[src/rtl/sensor_poll_scheduler_pkg.sv]
// Shared types for the sensor poll scheduler.
package sensor_sched_pkg;

  typedef enum logic [2:0] {
    IDLE     = 3'd0,
    GAP_WAIT = 3'd1,
    START    = 3'd2,
    MEASURE  = 3'd3,
    RESULT   = 3'd4
  } state_e;

  typedef enum logic {
    SENS_DHT11  = 1'b0,
    SENS_HCSR04 = 1'b1
  } sensor_e;

  typedef enum logic [1:0] {
    ST_OK      = 2'b00,
    ST_TIMEOUT = 2'b01
  } status_e;

  function automatic int unsigned cnt_width(input int unsigned max_val);
    return (max_val < 1) ? 1 : $clog2(max_val + 1);
  endfunction

endpackage

[src/rtl/sensor_poll_scheduler_counter.sv]
// Up-counter with clear, enable, saturate-or-wrap and a terminal-value flag.
module sched_counter
  import sensor_sched_pkg::*;
#(
  parameter int unsigned MAX        = 1,
  parameter bit          WRAP       = 1'b0,
  parameter bit          RST_AT_MAX = 1'b0,
  parameter bit          EARLY      = 1'b0
) (
  input  logic clk,
  input  logic rst,
  input  logic clr_i,
  input  logic en_i,
  output logic hit_o
);
  localparam int unsigned W     = cnt_width(MAX);
  localparam logic [W-1:0] MAX_V = W'(MAX);

  logic [W-1:0] cnt_q, cnt_d, base;

  // Clear and count combine: a cleared counter that is enabled reads 1 next cycle.
  always_comb begin
    base  = clr_i ? '0 : cnt_q;
    cnt_d = base;
    if (en_i) begin
      if (base == MAX_V) cnt_d = WRAP ? '0 : MAX_V;
      else               cnt_d = base + 1'b1;
    end
  end

  always_ff @(posedge clk or negedge rst) begin
    if (!rst) cnt_q <= RST_AT_MAX ? MAX_V : '0;
    else      cnt_q <= cnt_d;
  end

  // EARLY flags the terminal value one cycle ahead so a decision lands on time.
  assign hit_o = EARLY ? (cnt_d == MAX_V) : (cnt_q == MAX_V);
endmodule

[src/rtl/sensor_poll_scheduler.sv]
// Arbitrates command and auto-poll requests onto the DHT11 / HC-SR04 front-ends.
module sensor_poll_scheduler
  import sensor_sched_pkg::*;
#(
  parameter int unsigned DHT_GAP_CYC     = 100_000_000,
  parameter int unsigned TIMEOUT_CYC     = 5_000_000,
  parameter int unsigned AUTO_PERIOD_CYC = 0
) (
  input  logic        clk,
  input  logic        rst,
  input  logic        cmd_req,
  input  logic        cmd_sel,
  output logic        cmd_ack,
  input  logic        auto_en,
  output logic        dht11_start,
  input  logic [15:0] dht11_data,
  input  logic        dht11_data_available,
  output logic        hc_sr04_start,
  input  logic [15:0] hc_sr04_data,
  input  logic        hc_sr04_data_available,
  output logic        res_valid,
  input  logic        res_ready,
  output logic [15:0] res_data,
  output logic        res_src,
  output logic [1:0]  res_status,
  output logic        busy
);
  localparam int unsigned TO_MAX   = (TIMEOUT_CYC > 0) ? TIMEOUT_CYC - 1 : 0;
  localparam int unsigned AUTO_MAX = (AUTO_PERIOD_CYC > 0) ? AUTO_PERIOD_CYC - 1 : 0;
  localparam bit          AUTO_ON  = (AUTO_PERIOD_CYC > 0);

  state_e      state_q, state_d;
  sensor_e     sel_q, sel_d;
  sensor_e     auto_next_q, auto_next_d;
  logic        auto_pend_q, auto_pend_d;
  logic        ack_q, ack_d;
  logic [15:0] res_data_q, res_data_d;
  status_e     res_status_q, res_status_d;

  logic gap_ok, to_hit, per_hit;
  logic gap_clr, auto_ok, auto_tick, auto_take;
  logic strobe;
  logic [15:0] sel_data;

  assign gap_clr   = (state_q == START) && (sel_q == SENS_DHT11);
  assign auto_ok   = AUTO_ON && auto_en;
  assign auto_tick = auto_ok && per_hit;
  assign strobe    = (sel_q == SENS_DHT11) ? dht11_data_available : hc_sr04_data_available;
  assign sel_data  = (sel_q == SENS_DHT11) ? dht11_data : hc_sr04_data;

  // gap_ok is the look-ahead flag: a start issued next cycle meets the gap exactly.
  sched_counter #(.MAX(DHT_GAP_CYC), .WRAP(1'b0), .RST_AT_MAX(1'b1), .EARLY(1'b1)) u_gap (
    .clk(clk), .rst(rst), .clr_i(gap_clr), .en_i(1'b1), .hit_o(gap_ok)
  );

  sched_counter #(.MAX(TO_MAX), .WRAP(1'b0), .RST_AT_MAX(1'b0), .EARLY(1'b0)) u_timeout (
    .clk(clk), .rst(rst), .clr_i(state_q == START), .en_i(1'b1), .hit_o(to_hit)
  );

  sched_counter #(.MAX(AUTO_MAX), .WRAP(1'b1), .RST_AT_MAX(1'b0), .EARLY(1'b0)) u_period (
    .clk(clk), .rst(rst), .clr_i(!auto_ok), .en_i(auto_ok), .hit_o(per_hit)
  );

  always_comb begin
    logic go;
    go           = 1'b0;
    state_d      = state_q;
    sel_d        = sel_q;
    ack_d        = 1'b0;
    auto_take    = 1'b0;
    res_data_d   = res_data_q;
    res_status_d = res_status_q;
    case (state_q)
      IDLE: begin
        if (cmd_req) begin
          sel_d = sensor_e'(cmd_sel);
          ack_d = 1'b1;
          go    = 1'b1;
        end else if (auto_pend_q) begin
          sel_d     = auto_next_q;
          auto_take = 1'b1;
          go        = 1'b1;
        end
        if (go) state_d = (sel_d == SENS_HCSR04 || gap_ok) ? START : GAP_WAIT;
      end
      GAP_WAIT: if (gap_ok) state_d = START;
      START:    state_d = MEASURE;
      MEASURE: begin
        if (strobe) begin
          res_data_d   = sel_data;
          res_status_d = ST_OK;
          state_d      = RESULT;
        end else if (to_hit) begin
          res_data_d   = '0;
          res_status_d = ST_TIMEOUT;
          state_d      = RESULT;
        end
      end
      RESULT:   if (res_ready) state_d = IDLE;
      default:  state_d = IDLE;
    endcase
  end

  always_comb begin
    auto_pend_d = auto_pend_q;
    auto_next_d = auto_next_q;
    if (!auto_ok)       auto_pend_d = 1'b0;
    else if (auto_tick) auto_pend_d = 1'b1;
    else if (auto_take) auto_pend_d = 1'b0;
    if (auto_take) auto_next_d = (auto_next_q == SENS_DHT11) ? SENS_HCSR04 : SENS_DHT11;
  end

  always_ff @(posedge clk or negedge rst) begin
    if (!rst) begin
      state_q      <= IDLE;
      sel_q        <= SENS_DHT11;
      auto_next_q  <= SENS_DHT11;
      auto_pend_q  <= 1'b0;
      ack_q        <= 1'b0;
      res_data_q   <= '0;
      res_status_q <= ST_OK;
    end else begin
      state_q      <= state_d;
      sel_q        <= sel_d;
      auto_next_q  <= auto_next_d;
      auto_pend_q  <= auto_pend_d;
      ack_q        <= ack_d;
      res_data_q   <= res_data_d;
      res_status_q <= res_status_d;
    end
  end

  assign cmd_ack       = ack_q;
  assign dht11_start   = (state_q == START) && (sel_q == SENS_DHT11);
  assign hc_sr04_start = (state_q == START) && (sel_q == SENS_HCSR04);
  assign res_valid     = (state_q == RESULT);
  assign res_data      = res_data_q;
  assign res_src       = sel_q;
  assign res_status    = res_status_q;
  assign busy          = (state_q != IDLE);
endmodule

[config.mk]
export PLATFORM = sky130hd
export DESIGN_NAME = sensor_poll_scheduler
export DESIGN_NICKNAME = d
export VERILOG_FILES = /design/src/rtl/sensor_poll_scheduler_pkg.sv /design/src/rtl/sensor_poll_scheduler_counter.sv /design/src/rtl/sensor_poll_scheduler.sv
export SDC_FILE = /design/constraint.sdc
export NUM_CORES = 1
export LEC_CHECK = 0
export ABC_AREA = 1
export CORE_MARGIN = 1.5
export CORE_UTILIZATION = 55
export DETAILED_ROUTE_END_ITERATION = 12
export GPL_ROUTABILITY_DRIVEN = 0
export PLACE_DENSITY = 0.82
export SYNTH_ARGS = -nofsm -noshare
export SYNTH_HDL_FRONTEND = slang
export SYNTH_SLANG_ARGS = --single-unit
[constraint.sdc]
create_clock -name clk -period 3.5 [get_ports clk]
set_input_delay 0.525 -clock clk [delete_from_list [all_inputs] [get_ports clk]]
set_output_delay 0.525 -clock clk [all_outputs]
set_load 0.03 [all_outputs]
# After elaboration in Yosys (flattened, before gate mapping)
# Index checks and enable logic that the tools add are counted.
[word_totals]
word_cells = 52
output_inout_bits = 24
regBits = 73
[op_classes]
bitwise = 1
addsub = 2
muxes = 22
reduce_logical = 8
eq_ne = 12
[ops]
columns = ["operator", "n"]
rows = [
  ["27-bit equality test (second input constant)", 2],
  ["27-bit two-way mux", 2],
  ["16-bit two-way mux", 3],
  ["23-bit equality test (second input constant)", 2],
  ["23-bit two-way mux", 2],
  ["27-bit by 1-bit adder with 27-bit output (second input constant)", 1],
  ["23-bit by 1-bit adder with 23-bit output (second input constant)", 1],
  ["3-bit two-way mux", 5],
  ["3-bit one-hot mux with 5 select lines", 1],
  ["3-bit by 2-bit equality test with 1-bit output (second input constant)", 2],
  ["1-bit two-way mux", 6],
  ["2-bit two-way mux", 3],
  ["2-bit inequality test (second input constant)", 2],
  ["4-bit AND reduction", 1],
  ["3-bit by 1-bit equality test with 1-bit output (second input constant)", 1],
  ["3-bit equality test (second input constant)", 1],
  ["3-bit zero test", 1],
  ["3-bit inequality test (second input constant)", 1],
  ["3-bit nonzero test", 1],
  ["1-bit logical AND", 2],
  ["2-bit by 1-bit inequality test with 1-bit output (second input constant)", 1],
  ["2-bit AND reduction", 1],
  ["2-bit nonzero test", 1],
  ["1-bit logical OR", 1],
  ["1-bit inverter", 1],
]

# Logic depth before layout (Yosys ltp)
[depth]
depth_word = 10
mapped_depth = 25
ltp_nobuf = 23

# Cells and area by module
# A second synthesis with hierarchy kept.
[unflattened]
hier_cells = 728
hier_area_um2 = 5146.2
[by_module_without_submodules]
columns = ["mod", "seq_area_each_um2", "area_each_um2", "cells_each", "n_inst"]
rows = [
  ["sched_counter at u_gap", 690.7, 2202.1, 333, 1],
  ["sched_counter at u_timeout", 575.6, 1744.2, 252, 1],
  ["sensor_poll_scheduler", 550.5, 1199.9, 143, 1],
]

# Worst setup path after synthesis
# OpenSTA, ideal clock, no wires.
[synth_path]
kind = "flip-flop to flip-flop"
from = "register state_q[1]"
to = "register u_timeout.cnt_q[20]"
path_slack_ps = 460
stages_incl_launch_ff = 22
arrival_ps = 2922
setup_time_ps = 118
cell_sequence = "dfrtp_1 inv_2 nor2_4 nand2_4 buf_2 buf_1 clkbuf_1 nand2_1 inv_1 ha_1 nand4_1 nor2_1 inv_1 nor2_1 inv_1 nor2_1 nand2_1 nor2_1 nand2_1 nor4_1 xor2_1 inv_1"
[synth_between]
elab_chain_len = 4
elab_cells_between_ends = 5
[synth_lines]
columns = ["item", "line", "rtl"]
rows = [
  ["from (decl)", "sensor_poll_scheduler.sv:32", "state_e state_q, state_d;"],
  ["from (signal assigned)", "sensor_poll_scheduler.sv:123", "state_q <= state_d;"],
  ["3-bit by 2-bit equality test with 1-bit output *", "sensor_poll_scheduler.sv:57", ".clk(clk), .rst(rst), .clr_i(state_q == START), .en_i(1'b1), .hit_o(to_hit)"],
  ["23-bit two-way mux *", "sensor_poll_scheduler_counter.sv:23", "base = clr_i ? '0 : cnt_q;"],
  ["23-bit by 1-bit adder with 23-bit output / 23-bit equality test (equally long branches)", "sensor_poll_scheduler_counter.sv:27, sensor_poll_scheduler_counter.sv:26", ""],
  ["23-bit two-way mux *", "sensor_poll_scheduler_counter.sv:26", "if (base == MAX_V) cnt_d = WRAP ? '0 : MAX_V;"],
  ["named net u_timeout.cnt_d[20]", "sensor_poll_scheduler_counter.sv:19", "logic [W-1:0] cnt_q, cnt_d, base;"],
  ["to (signal assigned)", "sensor_poll_scheduler_counter.sv:32", "if (!rst) cnt_q <= RST_AT_MAX ? MAX_V : '0;"],
  ["to (signal assigned)", "sensor_poll_scheduler_counter.sv:33", "else cnt_q <= cnt_d;"],
  ["to (decl)", "sensor_poll_scheduler_counter.sv:19", ""],
]
# The timed path passes the listed nets; every way through them passes the cells marked *.
# A chain may end at the register's enable or synchronous reset.

# Worst setup path after layout
# Ends and elaborated chain as after synthesis.

==> qor.log <==
qor: power_and_ir_drop.share_seq_of_total_power 0.333
qor: timing.post-route-worst-setup-slack 643 ps
qor: power_and_ir_drop.power.switching 1.47 mW
qor: synthesis.synthTopCellsByArea sky130_fd_sc_hd__dfrtp_1 32%, sky130_fd_sc_hd__nand2_1 12%, sky130_fd_sc_hd__nor2_1 8.2%, sky130_fd_sc_hd__inv_1 7.6%, sky130_fd_sc_hd__dfstp_2 6.8%
qor: worst_setup_path.reg2reg_from state_q[1]$_DFFE_PN0P_
qor: drt.detail_route.wirelength 11000 um
qor: clocking.cts_tree built
qor: worst_hold_path.hold_class input port to async pin
qor: clocking.h-tree-depth 3
qor: synthesis.yosys.area.top_type sky130_fd_sc_hd__dfrtp_1
qor: grt.first_global_vias 4245
qor: timing.timing.final.setup_violations 0
qor: synthesis.synth_warnings 0
qor: worst_setup_path.critical_path.cell_chain inv_2 -> nor2_4 -> nand2_4 -> nand2_1 -> inv_1 -> ha_1 -> nand4_1 -> nor2_1 -> inv_1 -> nor2_1 -> inv_1 -> nor2_1 -> nand2_1 -> nor2_1 -> nand2_1 -> nor4_1 -> xor2_1 -> inv_1
qor: power_and_ir_drop.power_total 3.48 mW
qor: grt.initial_antenna_violation_count 0
qor: final_layout.final.fill_count 664
qor: power_and_ir_drop.power.combinational.fraction 0.455
qor: synthesis.synth-edff-count 0
qor: worst_setup_path.worstSetupStartpoint state_q[1]$_DFFE_PN0P_
qor: floorplan.die_h 95.1 um
qor: timing.hold_viol 0
qor: placement.port-buffer-count 61
qor: power_and_ir_drop.vdd.ir_drop.worst 428 uV
qor: clocking.reg_clk_slew_reported_paths 70 ps
qor: synthesis.synthCells 632
qor: final_layout.proportion_of_layout_cells_with_a_drive_suffix_above_1 0.133
qor: synthesis.syn_avg_cell_area 7.38 um2
qor: drt.ant_nets 0
qor: clocking.cts_inserted_buffers 9
qor: worst_setup_path.slowest_delay 420 ps
qor: synthesis.postSynth.asyncResetShare 1.00
qor: placement.place_worst_setup_slack 673 ps
qor: placement.detailed_place_hpwl 8030 um
qor: drt.drtIter0Drc 177
qor: worst_setup_path.reg2reg_setup_slack 640 ps
qor: grt.pin_count_of_the_biggest_net_entering_global_routing 73
qor: power_and_ir_drop.power_report.internal_total 2.02 mW
qor: timing.fin_worst_skew 5.83 ps
qor: grt.overflow 0
qor: worst_setup_path.endpoint_kind flop
qor: clocking.clk-insertion-delay-late 360 ps
qor: synthesis.synth.lib_cells_used.distinct 46
qor: floorplan.site_rows 33
qor: status.outcome complete, no violations
qor: synthesis.netlist_area 0.00466 mm2
qor: drt.drt-pass1-iter-count 5
qor: synthesis.ys_seq_elements 72
qor: power_and_ir_drop.power_switching_share 0.421
qor: timing.worst_pin_slew 911 ps
qor: synthesis.postSynthNetCount 675
qor: floorplan.io_count 64
qor: floorplan.design.die.area 0.00904 mm2
qor: worst_setup_path.rr_endpoint u_timeout.cnt_q[20]$_DFF_PN0_
qor: final_layout.antenna_cells 0
qor: timing.maxSlewHeadroom 0.392
qor: grt.grtUsageTotal 0.265
qor: clocking.root_buffer_selected_by_cts sky130_fd_sc_hd__clkbuf_8
qor: clocking.cts.sink_count 72
qor: timing.report.final.slew_viol_count 0
qor: worst_setup_path.worst_path_required_time 3750 ps
qor: drt.detail_route.vias_per_cell 5.33
qor: power_and_ir_drop.clockPowerShare 0.212
qor: floorplan.core-area 0.00822 mm2
qor: drt.route.detailed.drc 0
qor: placement.cell_count_post_placement 786
qor: clocking.cts.path.max_buffers 2
qor: drt.post_drt_wl_per_cell 13.7 um
qor: final_layout.design.final.nets 735
qor: floorplan.starting_utilization_of_the_core_area 0.568
qor: clocking.postCtsSetupBuffers 0
qor: synthesis.seq_area_frac_synth 0.389
qor: final_layout.final-instance-count-excl-fill 802
qor: power_and_ir_drop.power.density 629 mW/mm2
qor: grt.grt_first_pass_wirelength 18500 um
qor: worst_setup_path.cpMaxStageDelayCell sky130_fd_sc_hd__dfrtp_1
qor: floorplan.die_x_extent 95.1 um
qor: timing.finalSetupTns 0 ps
qor: final_layout.final_core_utilization 0.674
qor: worst_setup_path.worst_setup_path_start_kind flop
qor: clocking.hold_buffers 0
qor: timing.setup_repair_after_global_routing_missed_its_margin no
qor: synthesis.synthFlopType sky130_fd_sc_hd__dfrtp_1
qor: worst_setup_path.path_delay_family simple AND/OR/NAND/NOR gates
qor: worst_setup_path.worst-path-buf-inv 5
qor: synthesis.synth_top_cell_area_share 0.322
qor: power_and_ir_drop.leakagePower 2.59 nW
qor: timing.post-route-min-period 2860 ps
qor: worst_setup_path.reg2reg_depth 18
qor: job.max_cap_violations 0
qor: worst_setup_path.end_point_of_the_critical_path u_timeout.cnt_q[20]$_DFF_PN0_
qor: final_layout.synthToLayoutAreaGrowth 18.8%
qor: clocking.cts_repair_resize_count 0
qor: timing.finalCritPeriodShare 0.816
qor: worst_setup_path.critPathKind flop to flop
qor: drt.dr_total_vias 4275
qor: worst_setup_path.critical_path_depth 18
qor: timing.max_clock_freq 0.350 GHz
qor: worst_setup_path.worst-path-max-fanout 34
qor: worst_setup_path.cp_data_arrival_time 3110 ps
[logic make-up (layout without fill, tap and decap cells)]
| logic type | Yosys count | in the layout | share of synthesized area |
|---|---|---|---|
| buffers and inverters | 120 | 185 | 0.108 |
| adder cells (fa/ha/maj) | 3 | 3 | 0.00805 |
| AND/OR/NAND/NOR | 378 | 378 | 0.396 |
| other | 1 | 1 | 0.000804 |
| AO/OA/AOI/OAI | 37 | 37 | 0.0561 |
| multiplexers | 1 | 1 | 0.00215 |
| flip-flops | 72 | 72 | 0.389 |
| XOR/XNOR | 20 | 20 | 0.0392 |
[sequential cells by signal (all words and copies together), names as in the netlist]
signal           cells
u_gap.cnt_q         27
res_status           1
cmd_ack              1
res_src              1
res_data            16
u_timeout.cnt_q     23
state_q              3
[metrics by stage]
step                      hold WS (ps)  area [um2]
after floorplan                    229        4660
after global placement             473        5330
after detailed placement           484        5330
after CTS                          329        5540
after global routing               387        5540
final                              300        5540
[area by class of cell]
type | count | area, um2 | share of cell area
clock buffer | 13 | 149 | 0.0269
clock inverter | 3 | 65.1 | 0.0117
inverter | 103 | 389 | 0.0702
multi-input combinational | 440 | 2340 | 0.423
sequential | 72 | 1820 | 0.328
tap | 105 | 131 | 0.0237
timing repair buffer | 66 | 646 | 0.117
[cell usage after synthesis (all sizes together), types with 2 or more instances]
| master | count |
|---|---|
| nand2 | 167 |
| nor2 | 117 |
| inv | 101 |
| dfrtp | 60 |
| nand3 | 50 |
| nand4 | 19 |
| o32ai | 16 |
| dfstp | 12 |
| o21ai | 12 |
| xor2 | 12 |
| buf | 9 |
| nor3 | 9 |
| clkbuf | 8 |
| xnor2 | 8 |
| nor4 | 5 |
| a21oi | 4 |
| nand3b | 4 |
| ha | 3 |
| o21bai | 3 |
| or2 | 3 |
| and2 | 2 |
| clkinv | 2 |
[power by group through the flow]
stage | logic, mW | registers (mW) | clock network [mW]
after global placement | 1.54 | 1.16 | 0
after detailed placement | 1.58 | 1.17 | 0
after CTS | 1.59 | 1.16 | 0.747
after floorplan | 0.929 | 1.35 | 0
final | 1.59 | 1.16 | 0.739
after global routing | 1.74 | 1.18 | 0.783
[layout by cell type, fill, tap and decap left out, types with 11 or more instances in the layout]
cell type | Yosys | routed
sky130_fd_sc_hd__dfstp_2 | 12 | 12
sky130_fd_sc_hd__dfrtp_1 | 60 | 60
sky130_fd_sc_hd__nor2_1 | 102 | 102
sky130_fd_sc_hd__xor2_1 | 11 | 11
sky130_fd_sc_hd__o32ai_1 | 16 | 16
sky130_fd_sc_hd__nand3_1 | 34 | 34
sky130_fd_sc_hd__nand3_2 | 13 | 13
sky130_fd_sc_hd__nand2_1 | 147 | 147
sky130_fd_sc_hd__inv_1 | 95 | 95
sky130_fd_sc_hd__nand2_2 | 16 | 16
sky130_fd_sc_hd__nand4_1 | 18 | 18
sky130_fd_sc_hd__clkdlybuf4s50_1 | 0 | 60
[routing by layer]
layer	wire length [um]	vias up	global-route usage
li1	-	2102	-
met1	4630	2009	0.311
met2	5420	137	0.454
met3	622	27	0.0518
met4	298	0	0.142
met5	0	-	0
[worst min-delay path by stage]
stage                     slack, ps  cells past startpoint                   endpoint
after floorplan                 230                      0          cmd_ack$_DFF_PN0_
after global placement          470                      1  res_status[0]$_DFFE_PN0P_
after detailed placement        480                      1  res_status[0]$_DFFE_PN0P_
after CTS                       330                      1  u_gap.cnt_q[11]$_DFF_PN0_
after global routing            390                      1   u_gap.cnt_q[6]$_DFF_PN0_
final                           300                      1   u_gap.cnt_q[6]$_DFF_PN0_
Note: power is estimated with default switching activity, not from simulation.
